[src/rtl/pc_seq_pkg.sv]
// Shared definitions for the program-counter sequencer: FSM state encoding,
// ARM condition codes and NZCV flag bit positions.
package pc_seq_pkg;

    typedef enum logic [2:0] {
        ST_IDLE    = 3'd0,
        ST_FETCH   = 3'd1,
        ST_DECODE  = 3'd2,
        ST_EXECUTE = 3'd3,
        ST_ADVANCE = 3'd4
    } state_t;

    localparam logic [3:0] COND_EQ = 4'd0;
    localparam logic [3:0] COND_NE = 4'd1;
    localparam logic [3:0] COND_CS = 4'd2;
    localparam logic [3:0] COND_CC = 4'd3;
    localparam logic [3:0] COND_MI = 4'd4;
    localparam logic [3:0] COND_PL = 4'd5;
    localparam logic [3:0] COND_VS = 4'd6;
    localparam logic [3:0] COND_VC = 4'd7;
    localparam logic [3:0] COND_HI = 4'd8;
    localparam logic [3:0] COND_LS = 4'd9;
    localparam logic [3:0] COND_GE = 4'd10;
    localparam logic [3:0] COND_LT = 4'd11;
    localparam logic [3:0] COND_GT = 4'd12;
    localparam logic [3:0] COND_LE = 4'd13;
    localparam logic [3:0] COND_AL = 4'd14;
    localparam logic [3:0] COND_NV = 4'd15;

    // Bit positions inside the {N,Z,C,V} flag vector.
    localparam int FLAG_N = 3;
    localparam int FLAG_Z = 2;
    localparam int FLAG_C = 1;
    localparam int FLAG_V = 0;

endpackage

[src/rtl/pc_sequencer_cond_eval.sv]
// Combinational ARM condition-field evaluator: returns 1 when the condition
// in instr_cond holds for the given NZCV flags. Code 15 never passes.
module cond_eval
    import pc_seq_pkg::*;
#(
    parameter int COND_W = 4
) (
    input  logic [COND_W-1:0] instr_cond,
    input  logic [COND_W-1:0] flags_nzcv,
    output logic              pass
);

    logic n, z, c, v;

    assign n = flags_nzcv[FLAG_N];
    assign z = flags_nzcv[FLAG_Z];
    assign c = flags_nzcv[FLAG_C];
    assign v = flags_nzcv[FLAG_V];

    always_comb begin
        pass = 1'b0;
        case (instr_cond[3:0])
            COND_EQ: pass = z;
            COND_NE: pass = ~z;
            COND_CS: pass = c;
            COND_CC: pass = ~c;
            COND_MI: pass = n;
            COND_PL: pass = ~n;
            COND_VS: pass = v;
            COND_VC: pass = ~v;
            COND_HI: pass = c & ~z;
            COND_LS: pass = ~c | z;
            COND_GE: pass = (n == v);
            COND_LT: pass = (n != v);
            COND_GT: pass = ~z & (n == v);
            COND_LE: pass = z | (n != v);
            COND_AL: pass = 1'b1;
            default: pass = 1'b0;
        endcase
    end

endmodule

[src/rtl/pc_sequencer.sv]
// Fetch/decode/execute/advance sequencer driving the PC controls.
// Optional performance counters are enabled by defining PC_SEQ_PERF_EN.
module pc_sequencer
    import pc_seq_pkg::*;
#(
    parameter int COND_W = 4
) (
    input  logic              clock,
    input  logic              reset,
    input  logic              fetch_ack,
    input  logic [COND_W-1:0] instr_cond,
    input  logic              instr_is_branch,
    input  logic              instr_to_link,
    input  logic              exec_done,
    input  logic [COND_W-1:0] flags_nzcv,
    output logic              fetch_req,
    output logic              decode_en,
    output logic              halt_temporarily_signal,
    output logic              should_branch,
    output logic              write_condition,
    output logic              should_branch_to_link,
`ifdef PC_SEQ_PERF_EN
    output logic [31:0]       stall_cycles,
    output logic [31:0]       instr_retired,
`endif
    output logic              busy
);

    localparam logic [2:0] S_IDLE    = ST_IDLE;
    localparam logic [2:0] S_FETCH   = ST_FETCH;
    localparam logic [2:0] S_DECODE  = ST_DECODE;
    localparam logic [2:0] S_EXECUTE = ST_EXECUTE;
    localparam logic [2:0] S_ADVANCE = ST_ADVANCE;

    logic [2:0]        state_reg;
    logic [2:0]        state_next;
    logic [COND_W-1:0] cond_reg;
    logic              is_branch_reg;
    logic              to_link_reg;
    logic              pass_reg;
    logic              cond_pass;

    always_comb begin
        state_next = state_reg;
        case (state_reg)
            S_IDLE:    state_next = S_FETCH;
            S_FETCH:   if (fetch_ack) state_next = S_DECODE;
            S_DECODE:  state_next = S_EXECUTE;
            S_EXECUTE: if (exec_done) state_next = S_ADVANCE;
            S_ADVANCE: state_next = S_FETCH;
            default:   state_next = S_IDLE;
        endcase
    end

    always_ff @(posedge clock or posedge reset) begin
        if (reset) begin
            state_reg <= S_IDLE;
        end else begin
            state_reg <= state_next;
        end
    end

    cond_eval #(
        .COND_W(COND_W)
    ) u_cond_eval (
        .instr_cond(cond_reg),
        .flags_nzcv(flags_nzcv),
        .pass      (cond_pass)
    );

    // Flags are sampled on the same edge that leaves EXECUTE.
    always_ff @(posedge clock or posedge reset) begin
        if (reset) begin
            cond_reg      <= '0;
            is_branch_reg <= 1'b0;
            to_link_reg   <= 1'b0;
            pass_reg      <= 1'b0;
        end else begin
            if (state_reg == S_DECODE) begin
                cond_reg      <= instr_cond;
                is_branch_reg <= instr_is_branch;
                to_link_reg   <= instr_to_link;
            end
            if (state_reg == S_EXECUTE && exec_done) begin
                pass_reg <= cond_pass;
            end
        end
    end

    // Outputs depend only on state and registers, so the async reset
    // removes any advance window immediately.
    assign fetch_req               = (state_reg == S_FETCH);
    assign decode_en               = (state_reg == S_DECODE);
    assign halt_temporarily_signal = (state_reg != S_ADVANCE);
    assign busy                    = (state_reg != S_IDLE);
    assign should_branch           = (state_reg == S_ADVANCE) & is_branch_reg;
    assign write_condition         = (state_reg == S_ADVANCE) & pass_reg;
    assign should_branch_to_link   = (state_reg == S_ADVANCE) & to_link_reg;

`ifdef PC_SEQ_PERF_EN
    logic        in_wait_reg;
    logic [31:0] stall_reg;
    logic [31:0] retired_reg;

    // in_wait_reg is high from the second cycle of any state onward.
    always_ff @(posedge clock or posedge reset) begin
        if (reset) begin
            in_wait_reg <= 1'b0;
            stall_reg   <= '0;
            retired_reg <= '0;
        end else begin
            in_wait_reg <= (state_next == state_reg);
            if ((state_reg == S_FETCH || state_reg == S_EXECUTE) && in_wait_reg
                && stall_reg != 32'hFFFF_FFFF) begin
                stall_reg <= stall_reg + 32'd1;
            end
            if (state_reg == S_ADVANCE) begin
                retired_reg <= retired_reg + 32'd1;
            end
        end
    end

    assign stall_cycles  = stall_reg;
    assign instr_retired = retired_reg;
`endif

endmodule

[config.mk]
export PLATFORM = sky130hd
export DESIGN_NAME = pc_sequencer
export DESIGN_NICKNAME = d
export VERILOG_FILES = /design/src/rtl/pc_seq_pkg.sv /design/src/rtl/pc_sequencer_cond_eval.sv /design/src/rtl/pc_sequencer.sv
export SDC_FILE = /design/constraint.sdc
export NUM_CORES = 1
export LEC_CHECK = 0
export BUFFER_PORTS_ARGS = -buffer_cell sky130_fd_sc_hd__buf_2
export CAP_MARGIN = 10
export CORE_UTILIZATION = 25
export CTS_BUF_LIST = sky130_fd_sc_hd__clkbuf_8 sky130_fd_sc_hd__clkbuf_16
export CTS_CLUSTER_SIZE = 10
export DETAILED_ROUTE_END_ITERATION = 10
export GPL_ROUTABILITY_DRIVEN = 0
export PLACE_DENSITY = 0.56
export REMOVE_ABC_BUFFERS = 1
export SYNTH_ARGS = -nofsm -noshare
export SYNTH_HDL_FRONTEND = slang
export SYNTH_SLANG_ARGS = --single-unit
[constraint.sdc]
create_clock -name clock -period 1.39 [get_ports clock]
set_input_delay 0.139 -clock clock [delete_from_list [all_inputs] [get_ports clock]]
set_output_delay 0.139 -clock clock [all_outputs]
set_load 0.1 [all_outputs]
## Word-level counts from Yosys, hierarchy flattened

Index checks and enable logic that the tools add are counted.

- Register bits after elaboration: 10
- Input bits: 14
- Output and inout bits: 7
- Logic and storage cells: 49

- Equality and inequality tests: 23
- Muxes and demuxes: 4
- Bitwise logic cells: 11
- Reductions and logical operators: 6

Operators by type and width:

| operator | count |
|---|---|
| 4-bit == test (second input constant) | 7 |
| 4-bit by 3-bit == test with 1-bit output (second input constant) | 4 |
| 1-bit one-hot mux with 15 select lines | 1 |
| 3-bit one-hot mux with 4 select lines | 1 |
| 4-bit by 2-bit == test with 1-bit output (second input constant) | 2 |
| 3-bit by 2-bit == test with 1-bit output (second input constant) | 2 |
| 3-bit two-way mux | 2 |
| 1-bit AND | 5 |
| 4-bit by 1-bit == test with 1-bit output (second input constant) | 1 |
| 4-bit zero test | 1 |
| 2-bit inequality test (second input constant) | 2 |
| 1-bit NOT | 4 |
| 3-bit by 1-bit == test with 1-bit output (second input constant) | 1 |
| 3-bit == test (second input constant) | 1 |
| 3-bit zero test | 1 |
| 3-bit inequality test (second input constant) | 1 |
| 3-bit nonzero test | 1 |
| 1-bit bitwise OR | 2 |
| 2-bit AND reduction | 1 |
| 2-bit OR reduction | 1 |
| 1-bit == test | 1 |
| 1-bit logical AND | 1 |
| 1-bit inequality test | 1 |

## Logic depth before layout (Yosys ltp)

- Word-level depth: 3
- Mapped depth: 6
- Mapped depth without buffers: 5

## By module

A second synthesis with hierarchy kept.

- Cells, all modules: 65
- Area total of the unflattened synthesis: 665.6 µm²

Modules (own cells, without submodules):

| module | times used | cells each | area an instance (µm²) | seq. area each (µm²) |
|---|---|---|---|---|
| pc_sequencer | 1 | 37 | 471.7 | 250.2 |
| cond_eval | 1 | 28 | 193.9 | 0.0 |

## Worst setup path after synthesis

Ideal clock, no wire load.

- Path type: reg2out
- From: register state_reg[0]
- To: output port fetch_req
- Arrival: 2.728 ns
- Required time: 1.251 ns
- Setup slack: -1.477 ns
- Cell stages (with the launch flop): 3
- Buffers on the path: 1
- Cell sequence: dfrtp_1 -> buf_2 -> nor3b_1

- Cells in the longest elaborated chain, start to end: 1

RTL lines:

| what | RTL line | source |
|---|---|---|
| start: declaration | pc_sequencer.sv:35 | `logic [2:0] state_reg;` |
| start signal: assignment | pc_sequencer.sv:59 | `state_reg <= state_next;` |
| 3-bit by 1-bit == test with 1-bit output | pc_sequencer.sv:92 | `assign fetch_req = (state_reg == S_FETCH);` |
| end: declaration | pc_sequencer.sv:16 | `output logic fetch_req,` |

Every way passes these cells.

## Worst setup path after layout

- From: register state_reg[0]
- To: output port busy

- Cells in the longest elaborated chain, start to end: 1

RTL lines:

| what | RTL line | source |
|---|---|---|
| 3-bit nonzero test | pc_sequencer.sv:95 | `assign busy = (state_reg != S_IDLE);` |
| end: declaration | pc_sequencer.sv:26 | `output logic busy` |

Every way passes these cells.

==> metrics.cfg <==
[place]
dp.cells = 117
dp.final_hpwl_microns = 1081
io_buffers = 20

[sta]
worstMarginPinSlew_ps = 366.7
final.period_utilization = 1.085
hold_slack_ps = 124.4
slew_violations = 0
finalCriticalPeriod_ps = 1508
slew_headroom = 0.7552
rsz0062_at_grt = yes
hold_viol = 0
setup_tns_ps = -525.0
fmax_mhz = 662.9
finalWorstSetupSlack_ps = -118.5
fin_skew_ps = 0.4083
setup_viol = 6

[run]
maxCapViolations = 0

[clock_network]
insertion_delay_ps = 230
cts_tree = built
cts_root_buf = clkbuf_8
h-tree-depth = 1
clockBufferDepth = 2
clock-sinks = 10
cts-buffers-inserted = 3
clk_pin_slew_worst_paths_ps = 40

[floorplan]
fp-row-count = 18
num_io_pins = 21
start_util = 0.2645
core_sq_mm = 0.002455
dieWidth_microns = 52.97
die_h_microns = 52.97
dieArea_sq_mm = 0.002805

[setup_path]
arrival_ps = 1370
path_buf_inv = 2
crit_path_end_kind = output port
slowest_delay_ps = 430
worst_setup_path_start_kind = flip-flop
crit_chain = buf_4 -> or3_4 -> buf_12
crit_family = flip-flops
path_class = reg2out
cp_max_fo = 3
worstPathRequired_ps = 1250
cp_slowest_cell = dfrtp_2

[yosys]
synth_edf_count = 0
synth_seq_cells = 10
synthTopCellsByCount = dfrtp_1, mux2_2, inv_1, nand2_1
yosysTopAreaCell = dfrtp_1
synth-seq-area-share = 0.3854
synthArstFlopShare = 1.000
syn_inst = 63
syn_area_per_cell_sq_um = 10.31
yosys-top-cells-area = dfrtp_1, mux2_2, xnor2_1, nand4b_4, nor3b_1
syn_area_sq_um = 649.4
synth_top_area_frac = 0.3854
synth_cell_types = 30
synth-main-ff-cell = dfrtp_1
ys_warn_count = 0
synthMostInstantiatedCell = dfrtp_1

[global_route]
grt_start_max_net_pins = 11
grt_pass1_vias = 506
grt.total_usage = 0.1050
overflow = 0
grt_antenna_before_repair = 0
grt_pass1_wl_microns = 2132

[finish]
largest_reg_flops = 4
antennaDiodeCount = 0
syn2layout_area_growth_pct = 73.60
post-route-util = 0.4592
nNetsFinal = 115
stdcell_count = 130
nFillCells = 230
layout-drive-gt1-share = 0.6100

[status]
status = complete, but fails checks
violations = negative setup slack

[pwr]
finalPower_mw = 2.613
vdd_ir_drop_max_uv = 1457
p_per_area_mw_per_mm2 = 2318
power_leakage_nw = 0.5223

[route]
drc_errors = 0
num_vias = 588
detailedRoute.firstIterationViolations = 4
finalWirelength_microns = 1413
firstDrtPassIters = 3
viasPerCell = 4.523
wl_per_cell_microns = 10.87
ant_nets = 0

[hold_path]
hold_class = in2reg

## logic make-up after synthesis
kind of cell,after synthesis,share of synthesized area
mux,7,0.1175
compound gates,12,0.1253
flops,10,0.3854
simple gates,20,0.2312
buf+inv,10,0.08668
xor+xnor,4,0.05396
## through the flow
| stage | area, sq um | setup slack [ps] |
|---|---|---|
| 3_3_place_gp | 895.9 | 50.72 |
| 5_1_grt | 1127 | -160.1 |
| 6_report | 1127 | -118.5 |
| 4_1_cts | 1047 | -90.23 |
| 3_5_place_dp | 895.9 | 16.55 |
| 2_1_floorplan | 608.1 | -1487 |
## worst reg2reg max path, cell delays in order (launching register included)
cell     delay [ps]
dfrtp_2         430
buf_12          130
nor3b_4         230
buf_6           170
mux2_4          300
## final cells by class
type	instances	area [sq um]	area share
inverter	4	17.52	0.01554
clock buffer	4	55.05	0.04883
timing repair buffer	39	374.1	0.3319
multi-input combinational	43	387.9	0.3441
sequential	10	255.2	0.2264
tap	30	37.54	0.03330
## path summary, 6_finish.rpt
check / from / cells past startpoint / slack (ps) / endpoint
max in group asynchronous: reset / 3 / 670 / cond_reg[2]
hold reg to reg: to_link_reg / 1 / 520 / to_link_reg
setup / recovery: state_reg[0] / 3 / -120 / busy
setup reg to reg: state_reg[0] / 4 / 10 / cond_reg[3]
hold / removal: instr_cond[1] / 3 / 120 / cond_reg[1]
min in group asynchronous: reset / 3 / 430 / to_link_reg
## metal layers
metal / wire (microns) / global-route usage
met5: 0 / 0
met4: 0 / 0.02632
met3: 63 / 0.02299
met2: 704 / 0.1709
met1: 645 / 0.1394
## report_power, final
group / switching, mW / internal (mW)
clock: 0.0993 / 0.248
sequential: 0.177 / 0.441
combinational: 0.780 / 0.867
total: 1.06 / 1.56
## cell usage in the layout, fill, tap and decap left out, drive strengths merged, types with 2 or more instances in the layout
cell | synthesis | routed
a21oi | 3 | 3
a22oi | 2 | 2
and2 | 3 | 3
buf | 6 | 38
clkbuf | 0 | 4
dfrtp | 10 | 10
inv | 4 | 4
mux2 | 5 | 5
mux2i | 2 | 2
nand2 | 4 | 4
nor2b | 2 | 2
nor3b | 4 | 4
o21ai | 2 | 2
xnor2 | 3 | 3
## repair_timing
action	4_1_cts	5_1_grt
hold buffers	1	0
pin swaps	4	3
setup buffers	4	4
gates resized for setup	14	14
endpoints found under the setup margin	7	13
endpoints found under the hold margin	10	0
Note: power is estimated with default switching activity, not from simulation.
